File: src/rtl/access_session_ctrl.sv
// Login/logout session controller fed by the 3-bit profile decoder.
// It handles the inactivity timeout, lockout after repeated bad logins, and the per-profile enables.
module access_session_ctrl #(
    parameter int MAX_FAILS   = 3,
    parameter int TIMEOUT     = 16,
    parameter int LOCK_CYCLES = 32
) (
    input  logic                             clk,
    input  logic                             rst,
    input  logic [2:0]                       perfil,
    input  logic                             login,
    input  logic                             logout,
    input  logic                             activity,
    output logic                             session_active,
    output logic [2:0]                       cur_profile,
    output logic                             granted,
    output logic                             denied,
    output logic                             timeout,
    output logic                             locked,
    output logic [$clog2(MAX_FAILS+1)-1:0]   fail_count,
    output logic                             admin_en,
    output logic                             tester_en,
    output logic                             user_en,
    output logic                             guest_en
);
    localparam int FW = $clog2(MAX_FAILS + 1);
    localparam int IW = $clog2(TIMEOUT);
    localparam int LW = $clog2(LOCK_CYCLES + 1);

    localparam logic [1:0] S_IDLE    = 2'd0;
    localparam logic [1:0] S_SESSION = 2'd1;
    localparam logic [1:0] S_LOCKED  = 2'd2;

    localparam logic [2:0] P_ADMIN  = 3'b101;
    localparam logic [2:0] P_TESTER = 3'b110;
    localparam logic [2:0] P_USER   = 3'b100;
    localparam logic [2:0] P_GUEST  = 3'b011;

    logic [1:0]    state_q,   state_d;
    logic [2:0]    profile_q, profile_d;
    logic [FW-1:0] fail_q,    fail_d;
    logic [IW-1:0] idle_q,    idle_d;
    logic [LW-1:0] lock_q,    lock_d;
    logic          granted_q, granted_d;
    logic          denied_q,  denied_d;
    logic          timeout_q, timeout_d;

    logic          perfil_valid;
    logic [FW-1:0] fail_inc;

    always_comb begin
        perfil_valid = 1'b0;
        case (perfil)
            P_ADMIN, P_TESTER, P_USER, P_GUEST: perfil_valid = 1'b1;
            default:                            perfil_valid = 1'b0;
        endcase
    end

    assign fail_inc = fail_q + 1'b1;

    always_comb begin
        state_d   = state_q;
        profile_d = profile_q;
        fail_d    = fail_q;
        idle_d    = idle_q;
        lock_d    = lock_q;
        granted_d = 1'b0;
        denied_d  = 1'b0;
        timeout_d = 1'b0;
        case (state_q)
            S_IDLE: begin
                if (login) begin
                    if (perfil_valid) begin
                        state_d   = S_SESSION;
                        profile_d = perfil;
                        granted_d = 1'b1;
                        fail_d    = '0;
                        idle_d    = '0;
                    end else begin
                        denied_d = 1'b1;
                        fail_d   = fail_inc;
                        // Lockout leaves fail_count parked at MAX_FAILS until the lock expires.
                        if (fail_inc == FW'(MAX_FAILS)) begin
                            state_d = S_LOCKED;
                            lock_d  = '0;
                        end
                    end
                end
            end
            S_SESSION: begin
                if (logout) begin
                    state_d   = S_IDLE;
                    profile_d = 3'b000;
                    idle_d    = '0;
                end else if (activity) begin
                    idle_d = '0;
                end else if (idle_q == IW'(TIMEOUT - 1)) begin
                    state_d   = S_IDLE;
                    profile_d = 3'b000;
                    idle_d    = '0;
                    timeout_d = 1'b1;
                end else begin
                    idle_d = idle_q + 1'b1;
                end
            end
            S_LOCKED: begin
                denied_d = login;
                if (lock_q == LW'(LOCK_CYCLES - 1)) begin
                    state_d = S_IDLE;
                    fail_d  = '0;
                    lock_d  = '0;
                end else begin
                    lock_d = lock_q + 1'b1;
                end
            end
            default: begin
                state_d   = S_IDLE;
                profile_d = 3'b000;
            end
        endcase
    end

    always_ff @(posedge clk or posedge rst) begin
        if (rst) begin
            state_q   <= S_IDLE;
            profile_q <= 3'b000;
            fail_q    <= '0;
            idle_q    <= '0;
            lock_q    <= '0;
            granted_q <= 1'b0;
            denied_q  <= 1'b0;
            timeout_q <= 1'b0;
        end else begin
            state_q   <= state_d;
            profile_q <= profile_d;
            fail_q    <= fail_d;
            idle_q    <= idle_d;
            lock_q    <= lock_d;
            granted_q <= granted_d;
            denied_q  <= denied_d;
            timeout_q <= timeout_d;
        end
    end

    assign session_active = (state_q == S_SESSION);
    assign locked         = (state_q == S_LOCKED);
    assign cur_profile    = profile_q;
    assign fail_count     = fail_q;
    assign granted        = granted_q;
    assign denied         = denied_q;
    assign timeout        = timeout_q;

    // The profile register clears on every exit from SESSION, so these enables stay mutually exclusive.
    assign admin_en  = session_active && (profile_q == P_ADMIN);
    assign tester_en = session_active && (profile_q == P_TESTER);
    assign user_en   = session_active && (profile_q == P_USER);
    assign guest_en  = session_active && (profile_q == P_GUEST);
endmodule

File: config.mk
export PLATFORM = sky130hd
export DESIGN_NAME = access_session_ctrl
export DESIGN_NICKNAME = d
export VERILOG_FILES = /design/src/rtl/access_session_ctrl.sv
export SDC_FILE = /design/constraint.sdc
export NUM_CORES = 1
export LEC_CHECK = 0
export ABC_AREA = 1
export CAP_MARGIN = 20
export CORE_ASPECT_RATIO = 0.75
export CORE_MARGIN = 5
export CORE_UTILIZATION = 42
export CTS_CLUSTER_DIAMETER = 50
export DETAILED_ROUTE_END_ITERATION = 16
export DONT_BUFFER_PORTS = 1
export GPL_TIMING_DRIVEN = 1
export MAX_ROUTING_LAYER = met4
export PLACE_DENSITY_LB_ADDON = 0.3
export SYNTH_ARGS = -nofsm -noshare
export SYNTH_HDL_FRONTEND = slang
export SYNTH_SLANG_ARGS = --single-unit
File: constraint.sdc
create_clock -name clk -period 1.9 [get_ports clk]
set_clock_uncertainty 0.1 [all_clocks]
set_input_delay 0.19 -clock clk [delete_from_list [all_inputs] [get_ports clk]]
set_output_delay 0.19 -clock clk [all_outputs]
set_load 0.01 [all_outputs]
# Word level (Yosys, flattened, before mapping)
# Cells that the tools add are included.
# totals
reg_bits	20
out_inout_bits	14
# op_classes
addsub	3
eq_ne	21
mux	39
bitwise_logic	1
reduce_logical	13
# ops
op	n
$mux 6	4
$mux 4	5
$eq 3x3->1 const B	6
$mux 2	9
$mux 3	5
$pmux 6 s2	1
$mux 1	10
$reduce_and 5->1	2
$pmux 3 s3	1
$ne 2x2->1 const B	4
$pmux 4 s2	1
$add 6x1->6 const B	1
$eq 3x2->1 const B	2
$eq 6x5->1 const B	1
$ne 3x3->1 const B	2
$pmux 2 s3	1
$reduce_and 3->1	2
$add 4x1->4 const B	1
$eq 2x2->1 const B	2
$eq 4x4->1 const B	1
$logic_and 1x1->1	4
$pmux 2 s2	1
$reduce_and 4->1	1
$reduce_bool 2->1	2
other kinds (8)	8

# Depth between registers and ports, before layout
# depth
word_depth	6
depth_mapped	8
ltp_nobuf	8

# Worst setup path after synthesis
# Ideal clock, no wire load.
# synth_timing
kind	register -> register
start	register lock_q[0]
end	register fail_q[1] (netlist: fail_count[1])
t_arrival_ns	1.139
path_slack_ns	0.585
stages_incl_launch_ff	9
path_buffers	0
cell_sequence	dfrtp_1 -> ha_1 -> nand2_1 -> nor2_2 -> a21oi_4 -> inv_2 -> nand2_2 -> nand2_1 -> o21ai_1
# synth_between
elab_chain_cells	3
# synth_lines
item	line_no	rtl
start, declared	43	logic [LW-1:0] lock_q, lock_d;
start signal, assigned	138	lock_q <= lock_d;
$eq 6x5->1	108	if (lock_q == LW'(LOCK_CYCLES - 1)) begin
$ne 2x1->1 (no source line)	-	
$reduce_and 3->1 (no source line)	-	
end signal, assigned	136	fail_q <= fail_d;
end, declared	41	logic [FW-1:0] fail_q, fail_d;
# Every way passes these cells.
# A chain may end at the register's enable or synchronous reset.

# Worst setup path in the final report
# layout_timing
start	register state_q[0]
end	output tester_en
# layout_between
elab_chain_cells	2
# layout_lines
item	line_no	rtl
start, declared	39	logic [1:0] state_q, state_d;
start signal, assigned	134	state_q <= state_d;
$eq 2x1->1	145	assign session_active = (state_q == S_SESSION);
$logic_and 1x1->1	155	assign tester_en = session_active && (profile_q == P_TESTER);
end, declared	22	output logic tester_en,
# Every way passes these cells.

==> results.json <==
{
  "status": "finished, final reports clean",
  "cp_slowest_cell": "dfrtp_1",
  "yosysMostFrequentCell": "nand2_1",
  "area_growth_pct": 11.3,
  "antenna_found_initial": 0,
  "drive_gt1_frac": 0.130,
  "muxShareOfSynthArea": 0,
  "track_usage": 0.148,
  "async_reset_ff_frac": 1.00,
  "synth_xor_area_frac": 0.00773,
  "route.detailed.drc": 0,
  "final_util": 0.485,
  "path_max_fanout": 7,
  "synth_edf_count": 0,
  "slew_violations": 0,
  "core_area_um2": 2600,
  "rsz0062_at_grt": "no",
  "synth_top_cell_by_area": "dfrtp_1",
  "drt_first_pass_iters": 5,
  "path_buf_inv": 0,
  "tightest_slew_ps": 749,
  "yosys_warnings": 0,
  "die_h_um": 55.0,
  "r2r_cells": 8,
  "worstSetupPathDepth": 2,
  "ir_drop_v": 0.000639,
  "synth_top_flop_cell": "dfrtp_1",
  "seq_area_um2": 500,
  "vias": 980,
  "synth_commonest_cells": "54 x nand2_1, 21 x inv_1, 20 x dfrtp_1",
  "grt-ovfl-total": 0,
  "drt-initial-drc-count": 50,
  "startpoint_type": "flop",
  "synth_top_family_by_area": "simple AND/OR/NAND/NOR gates",
  "dieArea_um2": 3850,
  "fin_crit_sh": 0.877,
  "multiInputGateArea_um2": 536,
  "synthTopCellsByArea": "dfrtp_1 44%, nand2_1 18%, inv_1 7.0%",
  "via_per_inst": 4.95,
  "ios": 22,
  "post-place-ws_ps": 446,
  "cts_tree": "done",
  "hold_path_depth": 3,
  "h-tree-depth": 1,
  "slowest_delay_ps": 470,
  "grt_pass1_wl_um": 4260,
  "port-buffer-count": 0,
  "setup_viol": 0,
  "fillCellCount": 261,
  "synth_top_area_frac": 0.442,
  "clock-sinks": 20,
  "dp_hpwl_um": 1780,
  "synth_fp_nets": 164,
  "ys_ff_latch": 20,
  "finalHoldViolCount": 0,
  "ant_nets": 0,
  "grt_pass1_vias": 952,
  "worstPathCellList": "nand2_2 > nor4_1",
  "synth_simple_gate_area_share": 0.372,
  "synth.yosys.seq_area_share": 0.442,
  "maxSlewHeadroom": 0.500,
  "cap_viol_max_count": 0,
  "cp_top_family": "simple AND/OR/NAND/NOR gates",
  "insertion_delay_ps": 300,
  "die_w_um": 70.0,
  "cts_setup_buffers": 0,
  "worst-r2r-setup-slack_ps": 430,
  "clock.fmax_mhz": 600,
  "power_leakage_nw": 0.687,
  "cts.clk_slew.worst_paths_ps": 110,
  "numCtsBuffers": 3,
  "finalWirelength_um": 2420,
  "setup_tns_ps": 0,
  "rows": 16,
  "cp.required_ps": 1610,
  "gp_congestion": 0.832,
  "yosys.cell_types.count": 22,
  "crit_type": "reg -> out",
  "syn_inst": 153,
  "arrival_ps": 1380,
  "end_kind": "output port",
  "finalNetCount": 175,
  "synth_fa_ha_area_frac": 0.0331,
  "synth_compound_gate_area_share": 0.0596,
  "fin_crit_ps": 1670,
  "powerDensity_nw_per_um2": 1360,
  "syn-cell-area_um2": 1130,
  "setup_ws_ps": 234,
  "cts_buffer_depth": 2,
  "detail_route.wl_per_cell_um": 12.2,
  "diodes": 0,
  "start_util": 0.436,
  "syn-mean-instance-area_um2": 7.41,
  "hold_path_class": "in -> reg",
  "cts-root-buf": "clkbuf_4",
  "grt_max_degree": 21
}
cells by family (layout without fill, tap and decap cells):
family | after synthesis | after routing
simple gates | 93 | 93
buf+inv | 26 | 35
flops | 20 | 20
compound gates | 10 | 10
fa+ha+maj | 3 | 3
xor+xnor | 1 | 1
worst paths after layout:
| check | startpoint | to |
|---|---|---|
| worst max-delay path | state_q[0] | tester_en |
| worst min-delay path | activity | idle_q[1] |
| worst max register to register | lock_q[0] | fail_count[0] |
| worst min register to register | lock_q[4] | lock_q[4] |
| max in group asynchronous | rst | fail_count[1] |
| min in group asynchronous | rst | state_q[0] |
cells in the final DEF (no fill, tap or decap):
master | synthesis | layout
nand2_1 | 54 | 54
inv_1 | 21 | 21
dfrtp_1 | 20 | 20
nand3_1 | 9 | 9
nor2_1 | 9 | 9
dlygate4sd3_1 | 0 | 6
inv_2 | 5 | 5
nor4_1 | 5 | 5
nor2_2 | 4 | 4
nand2_2 | 4 | 4
o21ai_1 | 4 | 4
nand4_1 | 3 | 3
ha_1 | 3 | 3
clkbuf_4 | 0 | 3
nor2_4 | 2 | 2
a21oi_1 | 2 | 2
o21ai_0 | 1 | 1
a21oi_4 | 1 | 1
o21ai_2 | 1 | 1
o21bai_1 | 1 | 1
xor2_1 | 1 | 1
and3_1 | 1 | 1
nor3_1 | 1 | 1
or2_2 | 1 | 1
power by group:
group / total [mW] / switching, mW / leakage [nW] / internal (mW)
combinational: 0.777 / 0.515 / 0.414 / 0.263
sequential: 0.741 / 0.171 / 0.260 / 0.570
clock: 0.200 / 0.127 / 0.0138 / 0.0740
total: 1.72 / 0.812 / 0.687 / 0.907
sequential cells by signal, indices dropped and copies added, names as in the netlist:
signal and flops:
granted 1, fail_count 2, lock_q 6, idle_q 4, state_q 2, timeout 1, cur_profile 3, denied 1
per-stage QoR:
stage               hold slack [ps]  instance area, um^2  power, mW  instances
finish                         14.5                 1260       1.72        198
floorplan                      53.8                 1130       1.35        153
CTS                            3.74                 1260       1.73        198
global placement                156                 1180       1.48        189
detailed placement              163                 1180       1.51        189
global route                   26.2                 1260       1.90        198
worst reg2reg max path: stages (launching register included):
cell and delay, ps:
dfrtp_1 440, ha_1 220, nand2_1 120, nor2_2 70, a21oi_4 180, inv_2 70
nand2_2 90, nand2_1 50, o21ai_1 70
timing repair:
action,in CTS,in global routing
resized for setup,0,0
endpoints found under the hold margin,28,0
hold buffers,6,0
metal layers:
layer / wire (um) / GRT usage
met5: 0 / -
met4: 13 / 0.0255
met3: 157 / 0.0505
met2: 1070 / 0.237
met1: 1180 / 0.187
final cells by class:
cell class,instances,share of cell area
Tap cell,36,0.0357
Timing Repair Buffer,6,0.0476
Multi-Input combinational cell,107,0.425
Clock buffer,3,0.0179
Sequential cell,20,0.397
Inverter,26,0.0774
Note: power is estimated with default switching activity, not from simulation.
